==> src/rtl/clk_div_n.sv <==
// Runtime-programmable integer clock divider with 50% duty cycle for odd and even N.
// Divisor changes land only on a period boundary; tick marks each period start in the clk domain.
module clk_div_n #(
  parameter int WIDTH       = 8,
  parameter int DEFAULT_DIV = 3
) (
  input  logic             clk,
  input  logic             reset,
  input  logic             enable,
  input  logic [WIDTH-1:0] div_in,
  input  logic             div_load,
  output logic             clk_out,
  output logic             tick,
  output logic [WIDTH-1:0] div_active,
  output logic             load_pending,
  output logic             div_err
);

  localparam logic [WIDTH-1:0] ONE   = WIDTH'(1);
  localparam logic [WIDTH:0]   ONE_W = (WIDTH+1)'(1);

  logic [WIDTH-1:0] cnt, cnt_next, pending, div_next;
  logic [WIDTH:0]   half_n;
  logic             running, p, n;
  logic             start, boundary, load_ok;

  always_comb begin
    start    = enable & ~running;
    cnt_next = (cnt == div_active - ONE) ? '0 : cnt + ONE;
    boundary = start | (enable & running & (cnt_next == '0));
    // The new period's phase must be computed with the divisor it will run at.
    div_next = (boundary & load_pending) ? pending : div_active;
    half_n   = ({1'b0, div_next} + ONE_W) >> 1;
    load_ok  = div_load & (div_in > ONE);
  end

  always_ff @(posedge clk) begin
    if (reset) begin
      cnt          <= '0;
      running      <= 1'b0;
      p            <= 1'b0;
      tick         <= 1'b0;
      div_active   <= WIDTH'(DEFAULT_DIV);
      pending      <= '0;
      load_pending <= 1'b0;
      div_err      <= 1'b0;
    end else begin
      div_err <= div_load & ~load_ok;
      if (boundary && load_pending) begin
        div_active   <= pending;
        load_pending <= 1'b0;
      end
      // A load in the boundary cycle queues behind the one just applied.
      if (load_ok) begin
        pending      <= div_in;
        load_pending <= 1'b1;
      end
      if (!enable) begin
        cnt     <= '0;
        running <= 1'b0;
        p       <= 1'b0;
        tick    <= 1'b0;
      end else if (start) begin
        cnt     <= '0;
        running <= 1'b1;
        p       <= 1'b1;
        tick    <= 1'b1;
      end else begin
        cnt  <= cnt_next;
        tick <= (cnt_next == '0);
        p    <= ({1'b0, cnt_next} < half_n);
      end
    end
  end

  // Half-cycle delayed phase; ANDing it in trims odd-N high time by half a cycle.
  always_ff @(negedge clk) begin
    if (reset) n <= 1'b0;
    else       n <= p;
  end

  assign clk_out = div_active[0] ? (p & n) : p;

endmodule

==> config.mk <==
export PLATFORM = sky130hd
export DESIGN_NAME = clk_div_n
export DESIGN_NICKNAME = d
export VERILOG_FILES = /design/src/rtl/clk_div_n.sv
export SDC_FILE = /design/constraint.sdc
export NUM_CORES = 1
export LEC_CHECK = 0
export ABC_AREA = 1
export CAP_MARGIN = 5
export CORE_MARGIN = 2
export CORE_UTILIZATION = 50
export CTS_CLUSTER_DIAMETER = 30
export DETAILED_ROUTE_END_ITERATION = 10
export PLACE_DENSITY = 0.73
export RECOVER_POWER = 50
export SLEW_MARGIN = 10
export SYNTH_ARGS = -nofsm -noshare
export SYNTH_HDL_FRONTEND = slang
export SYNTH_SLANG_ARGS = --single-unit
==> constraint.sdc <==
create_clock -name clk -period 4.2 [get_ports clk]
set_input_delay 0.84 -clock clk [delete_from_list [all_inputs] [get_ports clk]]
set_output_delay 0.84 -clock clk [all_outputs]
set_load 0.05 [all_outputs]
Word-level counts from Yosys, hierarchy flattened
Cells that the tools add are included.
{"block": "word_totals", "register_bits": 30, "word_cells": 38, "inputBits": 12, "out_inout_bits": 12}
{"block": "classes", "bitwise": 11, "n_lt_le_gt_ge": 2, "eq_ne": 1, "n_mux": 7, "n_addsub": 3, "reduce_logical": 5}
{"operator": "2-to-1 mux 8 bit", "n": 2}
{"operator": "adder 8 x 1 -> 9 bit, second input constant", "n": 1}
{"operator": "adder 8 x 1 -> 8 bit, second input constant", "n": 1}
{"operator": "equality test 8 bit", "n": 1}
{"operator": "greater-than comparator 8 x 1 -> 1 bit, second input constant", "n": 1}
{"operator": "zero test 8 bit", "n": 1}
{"operator": "< comparator 8 bit", "n": 1}
{"operator": "subtractor 8 x 1 -> 8 bit, second input constant", "n": 1}
{"operator": "bitwise AND 1 bit", "n": 7}
{"operator": "2-to-1 mux 1 bit", "n": 5}
{"operator": "NOT 1 bit", "n": 3}
{"operator": "OR reduction 3 bit", "n": 1}
{"operator": "nonzero test 2 bit", "n": 1}
{"operator": "OR reduction 2 bit", "n": 1}
{"operator": "logical AND 1 bit", "n": 1}
{"operator": "OR 1 bit", "n": 1}

Longest topological paths before layout
Gate-level depths: netlist of run 1.
{"block": "depth", "ltp_word": 11, "depth_mapped": 29, "mapped_depth_nobuf": 28}

==> flow_summary.yaml, run 1 <==
outcome:
  outcome: "completed"
cts:
  cts_max_level: 2
  cts_tree: "done"
  post_cts.repair.setup_buffers: 0
  clockBufferDepth: 2
  ctsResizeCount: 0
  cts.sinks: 30
  worstSkewPairLatency_ns: 0.33
  numCtsBuffers: 5
  clk_pin_slew_ns: 0.06
  cts_root_buffer: "clkbuf_8"
  holdBufCountCts: 0
floorplan:
  fp-row-count: 22
  die-area_sq_um: 4420
  die_h_microns: 66.5
  initial_core_util_pct: 52.5
  core-area_sq_um: 3720
  fp.dieW_microns: 66.5
  io_pins: 24
worst_setup_path:
  worst-setup-path-type: "flip-flop to primary output"
  cp-start-kind: "flip-flop"
  cp_common_cell: "nor2_1"
  slowest_delay_ns: 0.30
  cp_slowest_cell: "dfxtp_1"
  path_max_fanout: 1
  cp.required_ns: 3.36
  worstPathCellList: "nor2_1 > nor2_1 > buf_12"
  arrival_ns: 3.11
  cp-end-kind: "primary output"
routing:
  vias: 1899
  routedWlPerCell_microns: 12.1
  viasPerCell: 5.16
  dr.pass1.iters: 5
  drcViolationCount: 0
  routed_wl_mm: 4.45
  drtIter0Drc: 106
  drt.antenna.violating_nets: 0
sta:
  rsz0062_at_grt: "no"
  setup_viol: 0
  relSlewSlack_pct: 66.4
  hold_viol: 0
  finClkSkew_ns: 0.0567
  fin_setup_tns_ns: 0
  maxSlewViolCount: 0
  worst_slew_pin_slew_ns: 0.502
logic_synthesis:
  syn_avg_cell_area_sq_um: 6.68
  syn_area_sq_um: 1950
  synth_seq_cells: 30
  ys_seq_area_share_pct: 30.8
  yosys_warnings: 0
  synth_nets: 314
  synthCells: 292
  synth_cell_types: 32
layout:
  drive_gt1_share_pct: 13.8
  design_area_sq_um: 2320
  areaGrowthSynthToFinish_pct: 19.0
  antenna-diode-count: 0
  nNetsFinal: 341
  nFillCells: 389
power:
  peakVddDrop_v: 0.000177
  power.density_nw_per_um2: 300
  p_leak_nw: 1.13
  p_total_mw: 0.698
hold_path:
  min_path_type: "flip-flop to flip-flop"
grt:
  antenna_found_initial: 0
  grt_pass1_vias: 1729
  grt-ovfl-total: 0
  grt_max_degree: 13
  track_usage_pct: 22.8
  grt_pass1_wl_mm: 7.61
placed_design:
  gp_congestion: 0.815
  place_area_sq_um: 2240
  hpwl_mm: 3.65
  port_buffers: 23
run:
  drv_cap: 0
state kept, by name, indices dropped and copies added (netlist names):
signal        cells
p                 1
div_err           1
n                 1
running           1
cnt               8
tick              1
div_active        8
load_pending      1
pending           8
kinds of logic after synthesis:
logic type | synth area share [%]
xor gates and xnor gates | 3.59
DFF | 30.8
buffers and inverters | 9.42
adders and majority gates | 6.41
and+or+nand+nor | 40.8
AOI/OAI and AO/OA | 8.98
area by class of cell:
class                      count  area (sq um)  share of cell area, %
clock buffer                   8          90.1                   3.88
clock inverter                 1          3.75                  0.162
inverter                      42           158                   6.79
multi-input combinational    215          1170                   50.2
sequential                    30           601                   25.8
tap                           48          60.1                   2.58
timing repair buffer          24           244                   10.5
cells in the final DEF, fill, tap and decap left out, drive strengths merged, types with 7 or more instances in the layout:
cell	synthesis	final
clkdlybuf4s50	0	10
dfxtp	30	30
xor2	7	7
dlygate4sd3	0	12
ha	10	10
inv	41	41
clkbuf	3	9
a21oi	10	10
nand2	80	80
o21ai	15	15
nand3	22	22
nor2	51	51
metal layers:
layer	part of all wire [%]	track usage, %
met4	2.2	9.44
met2	49	39.8
met1	45	27.0
met3	3.9	4.90
met5	0	0
worst max-delay path: cells and delay by family (launching register included):
family	cells	cell delay, ns
flops	1	0.30
simple gates	2	0.21
buf+inv	1	0.17
path summary, 6_finish.rpt:
kind	startpoint	end	slack (ns)	cells after the start
max	n	clk_out	0.25	3
min reg2reg	pending[7]	pending[7]	0.46	2
max reg2reg	div_active[0]	p	0.37	26
min	pending[7]	pending[7]	0.46	2
synthesized netlist by cell type (all sizes together):
library cell	number	share of area, %
inv	41	7.9
xnor2	1	0.45
a21oi	10	2.6
o21ai	15	4.8
clkbuf	3	0.58
clkinv	2	0.38
nand2	80	17
nand3	22	6.7
a21o	1	0.38
nand3b	1	0.38
buf	1	0.58
or2	2	0.64
o21bai	1	0.38
nor4	1	0.32
nor2	51	12
ha	10	6.4
or4	1	0.38
nand4	6	2.2
dfxtp	30	31
xor2	7	3.1
nor3	5	1.3
o41ai	1	0.83
where the power goes:
| part | internal [mW] | switching, mW |
|---|---|---|
| Sequential | 0.297 | 0.0125 |
| Clock | 0.135 | 0.107 |
| Combinational | 0.0529 | 0.0935 |
| Total | 0.485 | 0.213 |
per-stage QoR:
step / instances / worst slack (ns) / hold WS, ns / utilization, %
after floorplan: 292 / 0.288 / 0.430 / -
after global placement: 360 / 0.461 / 0.455 / 60.2
after detailed placement: 360 / 0.376 / 0.458 / 60.2
after CTS: 368 / 0.239 / 0.468 / 62.6
after global routing: 368 / 0.0345 / 0.485 / 62.5
final: 368 / 0.251 / 0.464 / 62.5
Power figures use the tool's default switching activity.
==> run 2: changes to the inputs <==
GPL_TIMING_DRIVEN = 0   (was unset)
==> flow_summary.yaml, run 2 (same netlist as run 1, synthesis figures left out) <==
worst_setup_path:
  path_max_fanout: 1
  reg2reg_depth: 27
  cp.required_ns: 3.36
  reg2reg_slack_ns: 0.43
  rr_startpoint: "div_active[0]"
  crit_path_start: "n"
  worst-setup-path-type: "flip-flop to primary output"
  cp-start-kind: "flip-flop"
  arrival_ns: 3.22
  endpoint: "clk_out"
  cp-end-kind: "primary output"
  r2r-end: "p"
floorplan:
  initial_core_util_pct: 52.5
  fp-row-count: 22
  fp.dieW_microns: 66.5
  core-area_sq_um: 3720
  io_pins: 24
  die-area_sq_um: 4420
  die_h_microns: 66.5
cts:
  post_cts.repair.setup_buffers: 0
  clk_pin_slew_ns: 0.06
  cts_tree: "done"
  cts.sinks: 30
  clockBufferDepth: 2
  worstSkewPairLatency_ns: 0.33
  cts_max_level: 2
  numCtsBuffers: 5
  cts_root_buffer: "clkbuf_8"
grt:
  track_usage_pct: 21.6
  antenna_found_initial: 0
  grt_pass1_wl_mm: 7.28
  grt_pass1_vias: 1698
  grt-ovfl-total: 0
  grt_max_degree: 11
sta:
  worst_slew_pin_slew_ns: 0.554
  finClkSkew_ns: 0.0556
  setup_viol: 0
  relSlewSlack_pct: 63.1
  hold_viol: 0
  fin_setup_tns_ns: 0
  fin_ws_ns: 0.136
  maxSlewViolCount: 0
  rsz0062_at_grt: "no"
power:
  power.density_nw_per_um2: 298
  internal-power_mw: 0.484
  p_leak_nw: 1.14
  power.share.clock_pct: 33.9
  peakVddDrop_v: 0.000239
  seqPwrFrac_pct: 44.1
  swShare_pct: 30.6
  p_sw_mw: 0.214
  p_comb_share_pct: 22.0
layout:
  final_cells: 371
  drive_gt1_share_pct: 14.2
  nNetsFinal: 344
  fin_util_pct: 63.1
  areaGrowthSynthToFinish_pct: 20.1
  reg.largest.list: "cnt: 8 flops, div_active: 8 flops, pending: 8 flops"
  final_cell_mix: "70 x nand2_1, 43 x nor2_1, 34 x inv_1"
  antenna-diode-count: 0
  final_common_cell: "nand2_1"
  nFillCells: 382
routing:
  dr.pass1.iters: 5
  drcViolationCount: 0
  drtIter0Drc: 74
  drt.antenna.violating_nets: 0
  viasPerCell: 4.93
  vias: 1830
  routed_wl_mm: 4.24
  routedWlPerCell_microns: 11.4
placed_design:
  hpwl_mm: 3.44
  gp_congestion: 0.818
  pre_cts_ws_ns: 0.0311
  dpl.cell_count: 363
  port_buffers: 23
outcome:
  outcome: "completed"
run:
  drv_cap: 0
hold_path:
  min_path_type: "flip-flop to flip-flop"
[run 2: cell type report]
type                            count  area (sq um)  share of cell area, %
Multi-Input combinational cell    215          1180                   50.2
Sequential cell                    30           601                   25.6
Timing Repair Buffer               23           231                   9.87
Inverter                           42           158                   6.72
Clock buffer                        6          82.6                   3.52
Tap cell                           48          60.1                   2.56
Buffer                              4          22.5                  0.961
Clock inverter                      3          12.5                  0.534
[run 2: through the flow]
step	power (mW)	hold WS [ns]	area, sq um
5_1_grt	0.732	0.489	2340
3_3_place_gp	0.466	0.454	2240
3_5_place_dp	0.468	0.472	2240
6_report	0.698	0.467	2340
4_1_cts	0.698	0.481	2330
2_1_floorplan	0.423	0.430	1950
[run 2: layer usage]
layer / GRT usage [%] / vias to the layer above / part of all wire [%]
li1: - / 989 / -
met1: 26.2 / 808 / 48
met2: 37.1 / 26 / 47
met3: 5.41 / 7 / 2.9
met4: 6.89 / 0 / 1.8
met5: 0 / - / 0
[run 2: power by group through the flow]
| stage | Clock (mW) | Sequential [mW] | Combinational (mW) |
|---|---|---|---|
| 2_1_floorplan | 0.00298 | 0.329 | 0.0915 |
| 3_3_place_gp | 0.00298 | 0.314 | 0.150 |
| 3_5_place_dp | 0.00298 | 0.314 | 0.151 |
| 4_1_cts | 0.238 | 0.308 | 0.152 |
| 5_1_grt | 0.252 | 0.309 | 0.170 |
| 6_report | 0.237 | 0.308 | 0.154 |
[run 2: how the worst min path moves through the flow]
stage,from,end,cells past startpoint
floorplan,pending[7],pending[7],2
global placement,pending[7],pending[7],2
detailed placement,pending[7],pending[7],2
CTS,pending[7],pending[7],2
global route,pending[7],pending[7],2
finish,pending[7],pending[7],2
[run 2: critical path: stages (launching register included)]
cell,delay [ns]
dfxtp_1,0.29
nor2_1,0.04
nor2_1,0.08
clkdlybuf4s15_2,0.38
[run 2: what timing repair did]
item / CTS / global route
resized for setup: 3 / 3
pin swaps: 0 / 2
setup endpoints to repair: 1 / 1
hold buffers: 0 / 0
==> run 3: changes to the inputs <==
ABC_AREA = unset   (was 1)
CTS_CLUSTER_DIAMETER = unset   (was 30)
SLEW_MARGIN = unset   (was 10)
==> flow_summary.yaml, run 3 <==
outcome:
  outcome: "completed"
logic_synthesis:
  syn_avg_cell_area_sq_um: 8.16
  synth_seq_cells: 30
  synth_nets: 255
  yosysTopAreaCell: "dfxtp_1"
  synth-edff-count: 0
  synthCells: 233
  synth_top_area_share_pct: 31.6
  async_reset_ff_share_pct: 0
  ys_seq_area_share_pct: 31.6
  ys_top_cells_by_area: "dfxtp_1 32%, xnor2_1 7.4%, ha_1 6.6%"
  synth_common_cells: "30 x dfxtp_1, 30 x nor2_1, 23 x nand2_1"
  synth_cell_types: 46
  syn_area_sq_um: 1900
  synth-main-ff-cell: "dfxtp_1"
  yosys_warnings: 0
floorplan:
  io_pins: 24
  initial_core_util_pct: 51.9
  die_h_microns: 65.7
  fp-row-count: 22
  core-area_sq_um: 3660
  fp.dieW_microns: 65.7
  die-area_sq_um: 4310
grt:
  grt_max_degree: 11
  grt_pass1_wl_mm: 7.04
  grt-ovfl-total: 0
  track_usage_pct: 21.4
  antenna_found_initial: 0
  grt_pass1_vias: 1531
cts:
  holdBufCountCts: 0
  worstSkewPairLatency_ns: 0.33
  clockBufferDepth: 2
  cts.sinks: 30
  cts_tree: "done"
  clk_pin_slew_ns: 0.07
  numCtsBuffers: 5
  cts_max_level: 2
  cts_root_buffer: "clkbuf_8"
placed_design:
  place_area_sq_um: 2180
  hpwl_mm: 3.02
  gp_congestion: 0.807
  pre_cts_ws_ns: -0.261
  port_buffers: 22
power:
  p_total_mw: 0.668
  p_leak_nw: 1.03
  power.density_nw_per_um2: 284
  peakVddDrop_v: 0.000189
sta:
  fin_ws_ns: 0.139
  fin_setup_tns_ns: 0
  finClkSkew_ns: 0.0539
  setup_viol: 0
  post-route-period-util_pct: 96.7
  max_freq_mhz: 248
  hold_viol: 0
  worst_slew_pin_slew_ns: 0.510
  timing.final.crit_period_ns: 4.06
  maxSlewViolCount: 0
  relSlewSlack_pct: 65.9
layout:
  nFillCells: 330
  final_common_cell: "nor2_1"
  nNetsFinal: 287
  drive_gt1_share_pct: 10.5
  antenna-diode-count: 0
  final_cell_mix: "30 x nor2_1, 28 x dfxtp_1, 23 x nand2_1"
  areaGrowthSynthToFinish_pct: 23.6
  reg.largest.list: "cnt: 8 flops, div_active: 8 flops, pending: 8 flops"
  design_area_sq_um: 2350
routing:
  drtIter0Drc: 117
  routed_wl_mm: 4.24
  drt.antenna.violating_nets: 0
  vias: 1704
  viasPerCell: 5.43
  routedWlPerCell_microns: 13.5
  dr.pass1.iters: 4
  drcViolationCount: 0
worst_setup_path:
  cp-end-kind: "primary output"
  arrival_ns: 3.22
  cp_slowest_cell: "clkdlybuf4s15_2"
  path_max_fanout: 1
  cp-start-kind: "flip-flop"
  slowest_delay_ns: 0.33
  worst-setup-path-type: "flip-flop to primary output"
  cp.required_ns: 3.36
  worstPathCellList: "o21a_1 > clkdlybuf4s15_2"
run:
  drv_cap: 0
hold_path:
  min_path_type: "flip-flop to flip-flop"
run 3: critical path: cells and delay by family (launching register included):
kind,cells,cell delay (ns)
buffers and inverters,1,0.33
DFF,1,0.29
AOI/OAI and AO/OA,1,0.17
run 3: per-layer routing:
metal | GRT usage (%) | wire length [microns] | up-vias | part of all wire [%]
li1 | - | - | 869 | -
met5 | 0 | 0 | - | 0
met4 | 7.81 | 78 | 0 | 1.8
met2 | 34.1 | 1990 | 33 | 47
met1 | 28.2 | 1990 | 793 | 47
met3 | 4.79 | 179 | 9 | 4.2
run 3: stage by stage:
stage / utilization (%) / instances / hold WS (ns)
after floorplan: - / 233 / 0.464
after global placement: 59.7 / 303 / 0.496
after detailed placement: 59.7 / 303 / 0.501
after CTS: 62.6 / 312 / 0.510
after global routing: 64.2 / 314 / 0.527
final: 64.2 / 314 / 0.508
run 3: logic make-up (layout without fill, tap and decap cells):
group | Yosys count | count (layout) | share of synthesized area [%]
xor gates and xnor gates | 26 | 26 | 12.0
adders and majority gates | 10 | 10 | 6.58
muxes | 12 | 12 | 6.84
buffers and inverters | 23 | 56 | 5.20
DFF | 30 | 30 | 31.6
AOI/OAI and AO/OA | 31 | 31 | 11.2
and+or+nand+nor | 101 | 101 | 26.6
run 3: area by class of cell:
type / instances / area [sq um] / share of cell area (%)
Multi-Input combinational cell: 180 / 1250 / 53.0
Sequential cell: 30 / 606 / 25.8
Timing Repair Buffer: 26 / 251 / 10.7
Clock inverter: 2 / 8.76 / 0.373
Inverter: 6 / 22.5 / 0.958
Clock buffer: 7 / 86.3 / 3.67
Tap cell: 48 / 60.1 / 2.56
Buffer: 15 / 68.8 / 2.93
run 3: power breakdown:
group | internal [mW] | switching (mW) | leakage, nW | total, mW
logic | 0.0529 | 0.0636 | 0.733 | 0.116
clock network | 0.133 | 0.111 | 0.0536 | 0.244
registers | 0.295 | 0.0120 | 0.245 | 0.307
total | 0.481 | 0.186 | 1.03 | 0.668
run 3: what timing repair did:
| item | 4_1_cts | 5_1_grt |
|---|---|---|
| gates resized for setup | 7 | 6 |
| endpoints found under the setup margin | 2 | 1 |
| setup buffers | 2 | 2 |
| pin swaps | 3 | 4 |
| hold endpoints to repair | 0 | 0 |
run 3: final timing paths:
check                      from         end  slack, ns  depth (start not counted)
setup reg to reg  div_active[0]           p       0.17                         17
hold / removal       pending[4]  pending[4]       0.51                          2
hold reg to reg      pending[4]  pending[4]       0.51                          2
setup / recovery              n     clk_out       0.14                          2
